$ cat config.mk
export PLATFORM = sky130hd
export DESIGN_NAME = cpu_multicycle
export DESIGN_NICKNAME = d
export VERILOG_FILES = /design/src/rtl/cpu_mc_pkg.sv /design/src/rtl/cpu_mc_alu.sv /design/src/rtl/cpu_multicycle.sv
export SDC_FILE = /design/constraint.sdc
export NUM_CORES = 1
export LEC_CHECK = 0
export BUFFER_PORTS_ARGS = -buffer_cell sky130_fd_sc_hd__buf_2
export CAP_MARGIN = 25
export CORE_UTILIZATION = 40
export CTS_BUF_LIST = sky130_fd_sc_hd__clkbuf_8
export DETAILED_ROUTE_END_ITERATION = 6
export GPL_TIMING_DRIVEN = 0
export MAX_ROUTING_LAYER = met4
export PLACE_DENSITY = 0.54
export SYNTH_ARGS = -nofsm -noshare
export SYNTH_HDL_FRONTEND = slang
export SYNTH_SLANG_ARGS = --single-unit
$ cat constraint.sdc
create_clock -name clk -period 4.8 [get_ports clk]
set_input_delay 0.24 -clock clk [delete_from_list [all_inputs] [get_ports clk]]
set_output_delay 0.24 -clock clk [all_outputs]
set_load 0.03 [all_outputs]
$ cat src/rtl/cpu_mc_pkg.sv
// Shared definitions for the multicycle CPU: opcodes, FSM states and
// instruction field positions.
package cpu_mc_pkg;

    localparam int unsigned INSTR_W  = 16;
    localparam int unsigned NUM_REGS = 8;
    localparam int unsigned REG_AW   = 3;
    localparam int unsigned OPC_W    = 4;
    localparam int unsigned IMM_W    = 8;

    // Instruction field LSB positions
    localparam int unsigned OPC_LSB = 12;
    localparam int unsigned RD_LSB  = 9;
    localparam int unsigned RS1_LSB = 6;
    localparam int unsigned RS2_LSB = 3;
    localparam int unsigned IMM_LSB = 0;

    typedef enum logic [3:0] {
        OP_ADD   = 4'd0,
        OP_SUB   = 4'd1,
        OP_AND   = 4'd2,
        OP_OR    = 4'd3,
        OP_XOR   = 4'd4,
        OP_SHL   = 4'd5,
        OP_SHR   = 4'd6,
        OP_MOV   = 4'd7,
        OP_LDI   = 4'd8,
        OP_BEQZ  = 4'd9,
        OP_JMP   = 4'd10,
        OP_NOP11 = 4'd11,
        OP_NOP12 = 4'd12,
        OP_NOP13 = 4'd13,
        OP_NOP14 = 4'd14,
        OP_HALT  = 4'd15
    } opcode_e;

    typedef enum logic [1:0] {
        ST_FETCH = 2'd0,
        ST_EXEC  = 2'd1,
        ST_HALT  = 2'd2
    } state_e;

endpackage

$ cat src/rtl/cpu_mc_alu.sv
// Combinational ALU for register-register ops (opcodes 0..7).
// Ports: op - opcode, a - rs1 operand, b - rs2 operand, y - result.
// Non-ALU opcodes produce zero.
module cpu_mc_alu
    import cpu_mc_pkg::*;
#(
    parameter int unsigned DATA_W = 8
) (
    input  opcode_e             op,
    input  logic [DATA_W-1:0]   a,
    input  logic [DATA_W-1:0]   b,
    output logic [DATA_W-1:0]   y
);

    always_comb begin
        y = '0;
        case (op)
            OP_ADD:  y = a + b;
            OP_SUB:  y = a - b;
            OP_AND:  y = a & b;
            OP_OR:   y = a | b;
            OP_XOR:  y = a ^ b;
            OP_SHL:  y = {a[DATA_W-2:0], 1'b0};
            OP_SHR:  y = {1'b0, a[DATA_W-1:1]};
            OP_MOV:  y = a;
            default: y = '0;
        endcase
    end

endmodule

$ cat src/rtl/cpu_multicycle.sv
// Multicycle CPU core: FETCH/EXEC/HALT FSM, 8-entry register file, PC.
// Ports:
//   clk, rst_n         - clock, async active-low reset
//   imem_req/imem_addr - fetch request and address (PC), held until accepted
//   imem_valid/data    - fetch response; valid accepts the request in FETCH
//   retire             - one-cycle pulse during each EXEC
//   halted             - core stopped after HALT, leaves only via reset
//   dbg_raddr/rdata    - combinational register debug read
// Config macro: CPU_MULTICYCLE_R0_ZERO_EN makes r0 hardwired to zero.
module cpu_multicycle
    import cpu_mc_pkg::*;
#(
    parameter int unsigned DATA_W = 8,
    parameter int unsigned PC_W   = 8
) (
    input  logic                clk,
    input  logic                rst_n,
    output logic                imem_req,
    output logic [PC_W-1:0]     imem_addr,
    input  logic                imem_valid,
    input  logic [INSTR_W-1:0]  imem_data,
    output logic                retire,
    output logic                halted,
    input  logic [REG_AW-1:0]   dbg_raddr,
    output logic [DATA_W-1:0]   dbg_rdata
);

`ifdef CPU_MULTICYCLE_R0_ZERO_EN
    localparam logic R0_ZERO = 1'b1;
`else
    localparam logic R0_ZERO = 1'b0;
`endif

    state_e               state_q, state_d;
    logic [PC_W-1:0]      pc_q, pc_d;
    logic [INSTR_W-1:0]   ir_q, ir_d;
    logic [DATA_W-1:0]    regs_q [NUM_REGS];
    logic                 retire_q, retire_d;
    logic                 halted_q, halted_d;
    logic                 req_q;

    opcode_e              op;
    logic [REG_AW-1:0]    rd, rs1, rs2;
    logic [IMM_W-1:0]     imm;
    logic [DATA_W-1:0]    rd_val, rs1_val, rs2_val, alu_y, wr_data;
    logic                 wr_en, wr_en_eff;

    // Instruction field decode
    assign op  = opcode_e'(ir_q[OPC_LSB +: OPC_W]);
    assign rd  = ir_q[RD_LSB  +: REG_AW];
    assign rs1 = ir_q[RS1_LSB +: REG_AW];
    assign rs2 = ir_q[RS2_LSB +: REG_AW];
    assign imm = ir_q[IMM_LSB +: IMM_W];

    // Operand reads see pre-write values, so rd==rs uses the old value
    assign rd_val  = (R0_ZERO && rd  == '0) ? '0 : regs_q[rd];
    assign rs1_val = (R0_ZERO && rs1 == '0) ? '0 : regs_q[rs1];
    assign rs2_val = (R0_ZERO && rs2 == '0) ? '0 : regs_q[rs2];
    assign dbg_rdata = (R0_ZERO && dbg_raddr == '0) ? '0 : regs_q[dbg_raddr];

    cpu_mc_alu #(.DATA_W(DATA_W)) u_alu (
        .op (op),
        .a  (rs1_val),
        .b  (rs2_val),
        .y  (alu_y)
    );

    // Next-state, PC update and writeback selection
    always_comb begin
        state_d  = state_q;
        pc_d     = pc_q;
        ir_d     = ir_q;
        retire_d = 1'b0;
        halted_d = halted_q;
        wr_en    = 1'b0;
        wr_data  = alu_y;
        case (state_q)
            ST_FETCH: begin
                if (imem_valid) begin
                    ir_d     = imem_data;
                    state_d  = ST_EXEC;
                    retire_d = 1'b1;  // retire is high for the whole EXEC cycle
                end
            end
            ST_EXEC: begin
                state_d = ST_FETCH;
                pc_d    = pc_q + PC_W'(1);
                case (op)
                    OP_ADD, OP_SUB, OP_AND, OP_OR,
                    OP_XOR, OP_SHL, OP_SHR, OP_MOV: wr_en = 1'b1;
                    OP_LDI: begin
                        wr_en   = 1'b1;
                        wr_data = DATA_W'(imm);
                    end
                    OP_BEQZ: begin
                        if (rd_val == '0) pc_d = PC_W'(imm);
                    end
                    OP_JMP:  pc_d = PC_W'(imm);
                    OP_HALT: begin
                        pc_d     = pc_q;
                        state_d  = ST_HALT;
                        halted_d = 1'b1;
                    end
                    default: ;
                endcase
            end
            ST_HALT: ;
            default: state_d = ST_FETCH;
        endcase
    end

    assign wr_en_eff = wr_en && !(R0_ZERO && rd == '0);

    // State, PC, IR, register file and registered outputs
    always_ff @(posedge clk or negedge rst_n) begin
        if (!rst_n) begin
            state_q  <= ST_FETCH;
            pc_q     <= '0;
            ir_q     <= '0;
            retire_q <= 1'b0;
            halted_q <= 1'b0;
            req_q    <= 1'b1;
            for (int unsigned i = 0; i < NUM_REGS; i++) regs_q[i] <= '0;
        end else begin
            state_q  <= state_d;
            pc_q     <= pc_d;
            ir_q     <= ir_d;
            retire_q <= retire_d;
            halted_q <= halted_d;
            req_q    <= (state_d == ST_FETCH);
            if (wr_en_eff) regs_q[rd] <= wr_data;
        end
    end

    assign imem_req  = req_q;
    assign imem_addr = pc_q;
    assign retire    = retire_q;
    assign halted    = halted_q;

endmodule

== Word level (Yosys, flattened, before mapping) ==
Index checks and enable logic that the tools add are counted.
Word-level totals
  flip-flop bits (word level): 93
  bits of input ports: 22
  output and inout port bits: 19
  word-level logic and storage cells: 79
Operators by class
  add/subtract/negate cells: 3
  $lt $le $gt $ge: 5
  eq/ne operators: 13
  mux-type cells: 27
  bitwise gates (word level): 8
  reduce and logical (&&, ||, !) cells: 9
Operators by type and width (count)
  $bmux 8 s3: 4
  $mux 8: 12
  $bwmux 64: 1
  $pmux 8 s8: 1
  $demux 8 s3: 1
  $pmux 8 s3: 1
  $eq 4x3->1 const B: 4
  $eq 4x4->1 const B: 4
  $ge 4x4->1 const B: 4
  $not 3->4: 4
  $reduce_or 9->1: 1
  $add 8x1->8 const B: 1
  $add 8x8->8: 1
  $and 8x8->8: 1
  $eq 4x2->1 const B: 2
  $logic_not 8->1: 1
  $or 8x8->8: 1
  $sub 8x8->8: 1
  $xor 8x8->8: 1
  $pmux 2 s3: 1
  $reduce_and 2->1: 3
  $eq 4x1->1 const B: 1
  $logic_not 2->1: 2
  $logic_not 4->1: 1
  other kinds (7): 11

== Logic depth before layout (Yosys ltp) ==
Gate-level depths: netlist (run 1).
  word-level depth: 9
  gate-level depth with buffers: 15

== Modules after synthesis ==
From an unflattened synthesis (run 1), not the netlist that was laid out.
Second synthesis, totals
  cell total of the unflattened synthesis: 660
  area total of the unflattened synthesis: 6796.5 µm²
Modules (own cells, without submodules)
  cpu_multicycle: instances 1, cells an instance 499, area each 5596.6 µm²
  cpu_mc_alu: instances 1, cells an instance 161, area each 1199.9 µm²

== Worst setup path after synthesis (run 1) ==
OpenSTA, ideal clock, no wires.
  path type: reg-to-reg
  from: register ir_q[3]
  to: register regs_q[14] in the netlist's numbering
  arrival: 3.401 ns
  required time: 4.733 ns
  slack: 1.332 ns
  stages on the path, launching flop included: 15
  clock period less this slack: 3.468 ns
  cells stage by stage: dfrtp_1 > buf_6 > mux4_2 > mux2i_1 > ha_1 > nand2_1 > o21ai_0 > fa_1 > nor2b_1 > o21ai_0 > a21boi_1 > o21a_1 > nor3_1 > o31ai_1 > mux2_2
Between the ends
  longest elaborated chain between the ends: 9
Ends and longest elaborated chain
  start, declared: line cpu_multicycle.sv:36  | logic [INSTR_W-1:0] ir_q, ir_d;
  start signal, assigned: line cpu_multicycle.sv:127  | ir_q <= ir_d;
  $not 3->4 (not written as such) *: line cpu_multicycle.sv:58  | assign rs2_val = (R0_ZERO && rs2 == '0) ? '0 : regs_q[rs2];
  $bmux 8 s3 *: line cpu_multicycle.sv:58
  $mux 8 (not written as such) * (2 in series): line cpu_multicycle.sv:58
  $sub 8x8->8, or another cell as far along: line cpu_mc_alu.sv:19  | OP_SUB: y = a - b;
  $pmux 8 s8 *: line cpu_mc_alu.sv:17  | case (op)
  $mux 8: line cpu_multicycle.sv:88  | case (op)
  $mux 8 *: line cpu_multicycle.sv:77  | case (state_q)
  $bwmux 64 *: line cpu_multicycle.sv:131  | if (wr_en_eff) regs_q[rd] <= wr_data;
  end signal, assigned by index: line cpu_multicycle.sv:131
  end, declared: line cpu_multicycle.sv:37  | logic [DATA_W-1:0] regs_q [NUM_REGS];
Every way passes the cells marked *; elsewhere a longest branch is shown, timed or not. The select of a mux whose other input is x is not followed.
A chain may end at the register's enable or synchronous reset.

== Final worst setup path (run 1) ==
  from: register ir_q[7]
  to: register regs_q[35] in the netlist's numbering
Between the ends
  longest elaborated chain between the ends: 9
Ends and longest elaborated chain
  $not 3->4 (not written as such) *: line cpu_multicycle.sv:57  | assign rs1_val = (R0_ZERO && rs1 == '0) ? '0 : regs_q[rs1];
  $bmux 8 s3 *: line cpu_multicycle.sv:57
  $mux 8 (not written as such) * (2 in series): line cpu_multicycle.sv:57
  $sub 8x8->8, or another cell as far along: line cpu_mc_alu.sv:19
  $pmux 8 s8 *: line cpu_mc_alu.sv:17
  $mux 8: line cpu_multicycle.sv:88
  $mux 8 *: line cpu_multicycle.sv:77
  $bwmux 64 *: line cpu_multicycle.sv:131
Marks and branches as above.

==> impl_metrics.py, run 1 <==
metrics = {
    "floorplanning": {
        "fp.dieW_um": 128,
        "rows": 45,
        "ioPinCount": 41,
        "start_util": 0.415,
        "die_y_um": 128,
        "core-area_mm2": 0.0154,
        "fp.dieArea_mm2": 0.0165,
    },
    "critical_path": {
        "crit_type": "register to register",
        "critPathArrivalTime_ns": 4.87,
        "critPathCaptureType": "register",
        "cp.required_ns": 5.13,
        "cp-start-kind": "register",
        "crit_fanout": 10,
    },
    "power_and_ir_drop": {
        "p_leak_nw": 3.11,
        "ir_drop_v": 0.000243,
        "power_density_mw_per_mm2": 677,
    },
    "drt": {
        "drtIter0Drc": 373,
        "dr_total_vias": 4931,
        "dr_wl_met3_um": 731,
        "drt_pre_antenna_iters": 5,
        "wl_mm": 18.1,
        "route.met2.wl_mm": 8.85,
        "wl_per_cell_um": 22.1,
        "ant_nets": 0,
        "top_layer": "met4",
        "avgViaCountPerCell": 6.04,
        "wl_met1_mm": 8.10,
        "drcViolationCount": 0,
    },
    "cells_and_area": {
        "nets": 649,
        "postLayoutCellArea_mm2": 0.00706,
        "utilization": 0.459,
        "final_common_cell": "dfrtp_1",
        "most-common-layout-cells": "dfrtp_1, mux2_2, mux4_2, nor2_1, buf_2",
        "layout.cells.non_filler": 817,
        "antenna_cells": 0,
        "final_layout_size_suffix_gt1_frac": 0.312,
        "area_growth_pct": 10.5,
    },
    "synth": {
        "synth-edff-count": 0,
        "postSynthAreaPerCell_um2": 11.6,
        "syn_nets": 597,
        "netlist_area_mm2": 0.00639,
        "synth_cell_types": 60,
        "synthFlopType": "dfrtp_1",
        "yosys_warnings": 0,
        "yosysSeqAreaShare": 0.365,
        "async_flop_share": 1.00,
        "synthCells": 549,
        "ys_ff_latch": 93,
    },
    "sta": {
        "slew_headroom": 0.307,
        "period_share": 0.945,
        "fin_hold_ws_ns": 0.0550,
        "finalClockSkew_ns": 0.0119,
        "slew_viol_final": 0,
        "hold_violations": 0,
        "fin_tns_setup_ns": 0,
        "final-setup-viol-count": 0,
        "worst_pin_slew_ns": 1.03,
        "period_needed_ns": 4.54,
        "fmax_mhz": 220,
        "rsz0062_at_grt": "no",
    },
    "placement": {
        "dp_hpwl_mm": 13.3,
        "placed_area_mm2": 0.00688,
        "dp.cells": 800,
        "finalWeightedCongestion": 0.926,
        "numPortBuffers": 37,
    },
    "global_route": {
        "antenna_found_initial": 0,
        "grt_max_degree": 49,
        "grt-ovfl-total": 0,
        "grt_pass1_wl_mm": 28.7,
        "grt_pass1_vias": 4940,
        "grt_util_all_layers": 0.243,
    },
    "outcome": {
        "outcome": "finished, final reports clean",
    },
    "clock_network": {
        "cts_tree": "yes",
        "htreeDepth": 3,
        "clockBufferDepth": 2,
        "cts_made_buffers": 9,
        "cts-root-buf": "clkbuf_8",
        "post_cts_buffers": 0,
        "cts.sink_count": 93,
        "insertion_delay_ns": 0.40,
        "clkTransAtPathRegs_ns": 0.10,
    },
    "worst_hold_path": {
        "hold_path_class": "input pin to register",
    },
    "flow_run": {
        "max-cap-violations": 0,
    },
}
-- cells in the mapped netlist (9+ instances only) --
library cell	number	area, µm²
nand3_1	9	45.0
nor4_1	9	56.3
o21ai_0	17	85.1
nand2_1	23	86.3
nor2_1	46	173
clkbuf_1	16	60.1
mux2_2	67	754
inv_1	27	101
ha_1	25	313
mux4_2	48	1080
mux2i_1	16	160
dfrtp_1	92	2300
a21oi_1	18	90.1
-- per-stage QoR --
step | power, W | worst slack, ns
final | 0.00478 | 0.264
after global placement | 0.00415 | -0.215
after floorplan | 0.00344 | 1.33
after CTS | 0.00476 | 0.0394
after global routing | 0.00512 | 0.0711
after detailed placement | 0.00427 | 0.102
-- routing by layer --
metal  GRT usage  vias up
li1            -     2195
met4      0.0830        0
met5           -        -
met2       0.388      155
met1       0.317     2550
met3      0.0362       31
-- final timing paths --
check                               from  slack [ns]  cells after the start      endpoint
max in group asynchronous          rst_n        3.72                      3    regs_q[60]
max reg2reg                      ir_q[7]        0.26                     12    regs_q[35]
min in group asynchronous          rst_n        0.40                      2  imem_addr[2]
min                        imem_data[12]        0.06                      3      ir_q[12]
max                              ir_q[7]        0.26                     12    regs_q[35]
min reg2reg                   state_q[1]        0.48                      1        retire
-- logic make-up (layout without fill, tap and decap cells) --
family / Yosys count / in the layout / synth area share
DFF: 93 / 93 / 0.365
xor gates and xnor gates: 9 / 9 / 0.0123
muxes: 140 / 140 / 0.333
and+or+nand+nor: 128 / 128 / 0.102
AOI/OAI and AO/OA: 97 / 97 / 0.0988
buffers and inverters: 56 / 113 / 0.0372
adders and majority gates: 26 / 26 / 0.0521
-- power by group --
part,internal [W],switching [W]
clock network,0.000182,0.000292
registers,0.00105,0.000296
logic,0.00128,0.00168
total,0.00251,0.00227
-- cell type report --
class	count	area [µm²]
fillers	1445	8310
multi-input cells	400	3830
flip-flops and latches	93	2330
well taps	211	264
repair buffers	41	238
plain buffers	29	138
clock buffers	9	124
inverters	27	101
clock inverters	7	37.5
-- sequential cells by signal, summed over array words and instances, names as in the netlist --
register	cells
halted	1
imem_addr	8
imem_req	1
ir_q	16
regs_q	64
retire	1
state_q	2
-- repair_timing --
| item | CTS | global route |
|---|---|---|
| resized for setup | 0 | 2 |
| endpoints found under the setup margin | 0 | 21 |
| hold endpoints to repair | 44 | 0 |
| hold buffers | 1 | 0 |
-- critical path: stages (launching register included) --
cell and delay [ns]:
dfrtp_1 0.35, clkbuf_1 0.53, clkbuf_2 0.46, mux4_2 0.39, mux2i_1 0.58, inv_1 0.15, ha_1 0.33, nor2b_1 0.13
o21ai_0 0.28, nand2b_1 0.14, xnor2_1 0.17, o211ai_1 0.66, mux2_2 0.28
No activity file was read; power rests on OpenSTA's default activity.
==> inputs of run 2 (changes only) <==
--- a/config.mk
+++ b/config.mk
@@ -7,12 +7,14 @@
 export LEC_CHECK = 0
 export BUFFER_PORTS_ARGS = -buffer_cell sky130_fd_sc_hd__buf_2
 export CAP_MARGIN = 25
+export CELL_PAD_IN_SITES_DETAIL_PLACEMENT = 1
+export CELL_PAD_IN_SITES_GLOBAL_PLACEMENT = 2
 export CORE_UTILIZATION = 40
 export CTS_BUF_LIST = sky130_fd_sc_hd__clkbuf_8
 export DETAILED_ROUTE_END_ITERATION = 6
 export GPL_TIMING_DRIVEN = 0
 export MAX_ROUTING_LAYER = met4
-export PLACE_DENSITY = 0.54
+export PLACE_DENSITY = 0.75
 export SYNTH_ARGS = -nofsm -noshare
 export SYNTH_HDL_FRONTEND = slang
 export SYNTH_SLANG_ARGS = --single-unit
==> impl_metrics.py, run 2 (synthesis results as in run 1) <==
metrics = {
    "outcome": {
        "outcome": "finished, final reports clean",
    },
    "floorplanning": {
        "rows": 45,
        "ioPinCount": 41,
        "die_y_um": 128,
        "fp.dieArea_mm2": 0.0165,
        "fp.dieW_um": 128,
        "core-area_mm2": 0.0154,
        "start_util": 0.415,
    },
    "drt": {
        "wl_mm": 19.7,
        "ant_nets": 0,
        "drt_pre_antenna_iters": 4,
        "avgViaCountPerCell": 6.03,
        "wl_per_cell_um": 24.1,
        "dr_total_vias": 4918,
        "drcViolationCount": 0,
        "drtIter0Drc": 362,
    },
    "placement": {
        "finalWeightedCongestion": 0.857,
        "dp_slack_ns": -0.122,
        "dp_hpwl_mm": 15.0,
        "numPortBuffers": 37,
    },
    "clock_network": {
        "post_cts_buffers": 0,
        "clkTransAtPathRegs_ns": 0.10,
        "clockBufferDepth": 2,
        "insertion_delay_ns": 0.39,
        "cts_made_buffers": 9,
        "cts.sink_count": 93,
        "htreeDepth": 3,
        "cts-root-buf": "clkbuf_8",
        "cts_tree": "yes",
    },
    "power_and_ir_drop": {
        "power_density_mw_per_mm2": 693,
        "power.total_w": 0.00493,
        "ir_drop_v": 0.000254,
        "p_leak_nw": 3.14,
    },
    "cells_and_area": {
        "nFillCells": 1663,
        "area_growth_pct": 11.4,
        "largest-register": "regs_q",
        "utilization": 0.463,
        "final_layout_size_suffix_gt1_frac": 0.316,
        "antenna_cells": 0,
        "nets": 648,
        "largest_reg_flops": 64,
        "multiInputGateArea_mm2": 0.00383,
        "most-common-layout-cells": "dfrtp_1, mux2_2, mux4_2, nor2_1, buf_2",
        "seq_area_mm2": 0.00233,
        "final_common_cell": "dfrtp_1",
    },
    "critical_path": {
        "cp_cell_sequence": "buf_4 > buf_2 > mux4_2 > mux2i_1 > ha_1 > fa_1 > nor2b_1 > o21ai_0 > a21boi_1 > o21a_1 > o21a_1 > o31ai_1 > buf_2 > mux2_2",
        "cpPeakStageDelay_ns": 0.57,
        "rrSetupSlack_ns": 0.32,
        "critPathArrivalTime_ns": 4.82,
        "critPathSlowestCell": "mux4_2",
        "crit_fanout": 10,
        "crit_buf_inv": 3,
        "crit_family": "compound AO/OA/AOI/OAI gates",
        "crit_type": "register to register",
        "cp-start-kind": "register",
        "cp.required_ns": 5.13,
        "critPathCaptureType": "register",
    },
    "sta": {
        "slew_headroom": 0.326,
        "hold_violations": 0,
        "worst_pin_slew_ns": 1.01,
        "final-setup-viol-count": 0,
        "slew_viol_final": 0,
        "period_needed_ns": 4.48,
        "finalClockSkew_ns": 0.0107,
        "fmax_mhz": 223,
        "final.setup.worst_slack_ns": 0.315,
        "fin_hold_ws_ns": 0.0795,
        "period_share": 0.934,
        "rsz0062_at_grt": "no",
    },
    "global_route": {
        "grt_pass1_wl_mm": 31.5,
        "grt_max_degree": 55,
        "grt_pass1_vias": 5311,
        "grt-ovfl-total": 0,
        "grt_util_all_layers": 0.269,
        "antenna_found_initial": 0,
    },
    "worst_hold_path": {
        "hold_path_class": "input pin to register",
    },
    "flow_run": {
        "max-cap-violations": 0,
    },
}
[run 2: changes by cell type in the layout (fill, tap and decap cells not counted)]
cell | before | now
buf_2 | 41 | 42
buf_4 | 4 | 3
buf_8 | 0 | 1
bufinv_16 | 0 | 2
clkbuf_1 | 15 | 13
clkinv_2 | 2 | 1
clkinv_4 | 1 | 0
clkinvlp_4 | 1 | 0
inv_6 | 0 | 1
mux2i_1 | 16 | 15
mux2i_2 | 3 | 4
[run 2: routing by layer]
layer / global-route usage / vias to the layer above / part of all wire
met1: 0.348 / 2594 / 0.45
met5: - / - / 0
met3: 0.0399 / 23 / 0.038
met2: 0.439 / 107 / 0.50
li1: - / 2194 / -
met4: 0.0740 / 0 / 0.017
[run 2: stage by stage]
stage | setup TNS [ns] | instance area [µm²] | cells
global placement | -2.88 | 6840 | 797
CTS | 0 | 7100 | 816
finish | 0 | 7110 | 816
detailed placement | -0.780 | 6880 | 799
global route | 0 | 7110 | 816
floorplan | 0 | 6390 | 549
[run 2: path summary, 6_finish.rpt]
kind | from | to | cells past startpoint
max | ir_q[6] | regs_q[14] | 14
min | imem_data[1] | ir_q[1] | 2
max reg2reg | ir_q[6] | regs_q[14] | 14
min reg2reg | halted | halted | 1
max in group asynchronous | rst_n | regs_q[61] | 3
min in group asynchronous | rst_n | imem_addr[4] | 2
[run 2: cell type report]
type,instances,area share
Clock buffer,9,0.0174
Timing Repair Buffer,42,0.0352
Buffer,27,0.0183
Multi-Input combinational cell,400,0.538
Sequential cell,93,0.327
Inverter,27,0.0142
Clock inverter,7,0.0120
Tap cell,211,0.0371
[run 2: what timing repair did]
action,in CTS,in global routing
endpoints found under the setup margin,15,13
hold endpoints to repair,38,0
hold buffers,1,0
gates resized for setup,1,1
[run 2: power by group]
group / switching [W] / internal, W / total (W)
combinational: 0.00168 / 0.00128 / 0.00296
clock: 0.000297 / 0.000289 / 0.000586
sequential: 0.000328 / 0.00105 / 0.00138
==> inputs of run 3 (changes only) <==
--- a/config.mk
+++ b/config.mk
@@ -14,7 +14,8 @@
 export DETAILED_ROUTE_END_ITERATION = 6
 export GPL_TIMING_DRIVEN = 0
 export MAX_ROUTING_LAYER = met4
-export PLACE_DENSITY = 0.75
+export PLACE_DENSITY = 0.78
 export SYNTH_ARGS = -nofsm -noshare
 export SYNTH_HDL_FRONTEND = slang
+export SYNTH_HIERARCHICAL = 1
 export SYNTH_SLANG_ARGS = --single-unit
==> impl_metrics.py, run 3 <==
metrics = {
    "global_route": {
        "grt-ovfl-total": 0,
        "antenna_found_initial": 0,
        "grt_pass1_vias": 6033,
        "grt_max_degree": 68,
        "grt_util_all_layers": 0.287,
        "grt_pass1_wl_mm": 36.1,
    },
    "critical_path": {
        "cp_cell_sequence": "buf_4 > mux4_2 > mux2_2 > inv_1 > ha_1 > nor2_1 > xnor2_1 > ha_1 > a21o_1 > a21o_1 > a21oi_1 > mux2i_1 > or3_1 > mux2i_2 > buf_4 > o21ai_0",
        "cp-start-kind": "register",
        "critPathCaptureType": "register",
        "crit_type": "register to register",
        "critPathArrivalTime_ns": 4.89,
        "worstSetupPathDepth": 16,
        "critPathSlowestCell": "dfrtp_1",
        "crit_family": "multiplexers",
        "cpPeakStageDelay_ns": 0.73,
        "cp.required_ns": 5.07,
        "crit_buf_inv": 3,
        "crit_fanout": 10,
        "worst-r2r-cell-count": 16,
    },
    "floorplanning": {
        "fp.dieArea_mm2": 0.0175,
        "fp.dieW_um": 132,
        "rows": 47,
        "core-area_mm2": 0.0166,
        "die_y_um": 132,
        "start_util": 0.410,
        "ioPinCount": 41,
    },
    "sta": {
        "period_needed_ns": 4.61,
        "hold_violations": 0,
        "finalClockSkew_ns": 0.0117,
        "fmax_mhz": 217,
        "slew_viol_final": 0,
        "slew_headroom": 0.399,
        "worst_pin_slew_ns": 0.876,
        "period_share": 0.961,
        "rsz0062_at_grt": "no",
        "final-setup-viol-count": 0,
    },
    "synth": {
        "yosys-top-cells-count": "dfrtp_1, nor2_1, a21oi_1, mux4_2, nand2_1",
        "postSynthAreaPerCell_um2": 10.3,
        "synthFlopType": "dfrtp_1",
        "synth_top_area_cell": "dfrtp_1",
        "yosysSeqAreaShare": 0.343,
        "netlist.area_leader.share": 0.339,
        "synthCells": 660,
        "synthMostInstantiatedCell": "dfrtp_1",
        "syn_nets": 708,
        "async_flop_share": 1.00,
        "ys_ff_latch": 93,
        "netlist_area_mm2": 0.00680,
        "synth-edff-count": 0,
        "synth_cell_types": 64,
        "synth.area.top_cells": "dfrtp_1, mux4_2, mux2_2",
        "yosys_warnings": 6,
    },
    "drt": {
        "dr_total_vias": 5841,
        "drtIter0Drc": 586,
        "dr_wl_met3_mm": 1.57,
        "drt_pre_antenna_iters": 5,
        "wl_met1_mm": 9.62,
        "drcViolationCount": 0,
        "wl_per_cell_um": 24.8,
        "avgViaCountPerCell": 6.21,
        "top_layer": "met4",
        "wl_mm": 23.3,
        "ant_nets": 0,
        "route.met2.wl_mm": 11.0,
    },
    "placement": {
        "finalWeightedCongestion": 0.967,
        "dp_hpwl_mm": 18.2,
        "dp.cells": 926,
        "placed_area_mm2": 0.00735,
        "numPortBuffers": 37,
    },
    "cells_and_area": {
        "antenna_cells": 0,
        "nFillCells": 1890,
        "most-common-layout-cells": "dfrtp_1, nor2_1, a21oi_1, buf_2, mux4_2",
        "largest-register": "regs_q",
        "nets": 764,
        "postLayoutCellArea_mm2": 0.00755,
        "final_layout_size_suffix_gt1_frac": 0.257,
        "largest_reg_flops": 64,
        "final_common_cell": "dfrtp_1",
        "layout.cells.non_filler": 941,
        "area_growth_pct": 11.1,
    },
    "clock_network": {
        "cts_tree": "yes",
        "cts.sink_count": 93,
        "cts-root-buf": "clkbuf_8",
        "htreeDepth": 3,
        "clockBufferDepth": 2,
        "post_cts_buffers": 0,
        "clkTransAtPathRegs_ns": 0.10,
        "cts_made_buffers": 9,
        "insertion_delay_ns": 0.40,
    },
    "worst_hold_path": {
        "hold_path_class": "input pin to register",
        "hold_depth": 3,
    },
    "flow_run": {
        "max-cap-violations": 0,
    },
    "outcome": {
        "outcome": "finished, final reports clean",
    },
}
run 3: path summary, 6_finish.rpt:
path                          startpoint      endpoint  slack (ns)
setup / recovery                 ir_q[4]     regs_q[6]        0.19
hold / removal             imem_data[10]      ir_q[10]        0.04
setup reg to reg                 ir_q[4]     regs_q[6]        0.19
hold reg to reg                   halted        halted        0.49
min in group asynchronous          rst_n  imem_addr[3]        0.31
max in group asynchronous          rst_n    regs_q[48]        3.79
run 3: cell families (layout without fill, tap and decap cells):
logic type | after synthesis | after routing | synth area share
AOI/OAI and AO/OA | 156 | 156 | 0.142
xor gates and xnor gates | 12 | 12 | 0.0166
adders and majority gates | 26 | 26 | 0.0490
buffers and inverters | 70 | 131 | 0.0484
DFF | 93 | 93 | 0.343
muxes | 113 | 113 | 0.266
and+or+nand+nor | 190 | 190 | 0.136
run 3: tightest hold or removal path, delay by kind of cell:
kind            cells  cell delay (ns)
simple gates        1             0.04
buf+inv             1             0.07
compound gates      1             0.06
run 3: layout make-up:
| cell class | count | area [µm²] | share of cell area |
|---|---|---|---|
| multi-input cells | 497 | 4150 | 0.549 |
| flip-flops and latches | 93 | 2330 | 0.309 |
| repair buffers | 47 | 293 | 0.0388 |
| well taps | 220 | 275 | 0.0364 |
| plain buffers | 39 | 215 | 0.0285 |
| clock buffers | 10 | 138 | 0.0182 |
| inverters | 29 | 109 | 0.0144 |
| clock inverters | 6 | 45.0 | 0.00596 |
run 3: through the flow:
stage          setup slack [ns]  TNS [ns]  utilization  hold WS [ns]
2_1_floorplan             0.659         0            -       -0.0556
3_3_place_gp             -0.819    -25.74        0.438         0.450
3_5_place_dp             -0.422     -6.81        0.443         0.201
4_1_cts                  0.0265         0        0.455        0.0310
5_1_grt                  0.0148         0        0.455        0.0519
6_report                  0.188         0        0.455        0.0432
run 3: timing repair:
item / in CTS / in global routing
gates resized for setup: 1 / 4
setup endpoints to repair: 45 / 10
hold endpoints to repair: 26 / 0
hold buffers: 1 / 0
run 3: metal layers:
layer / vias to the layer above / global-route usage
li1: 2569 / -
met1: 2949 / 0.359
met2: 254 / 0.446
met3: 69 / 0.0488
met4: 0 / 0.153
met5: - / -
Power of run 3 is left out: the tool's default activity adds up to more than one toggle a clock period on the data nets, which glitch-free logic cannot reach.
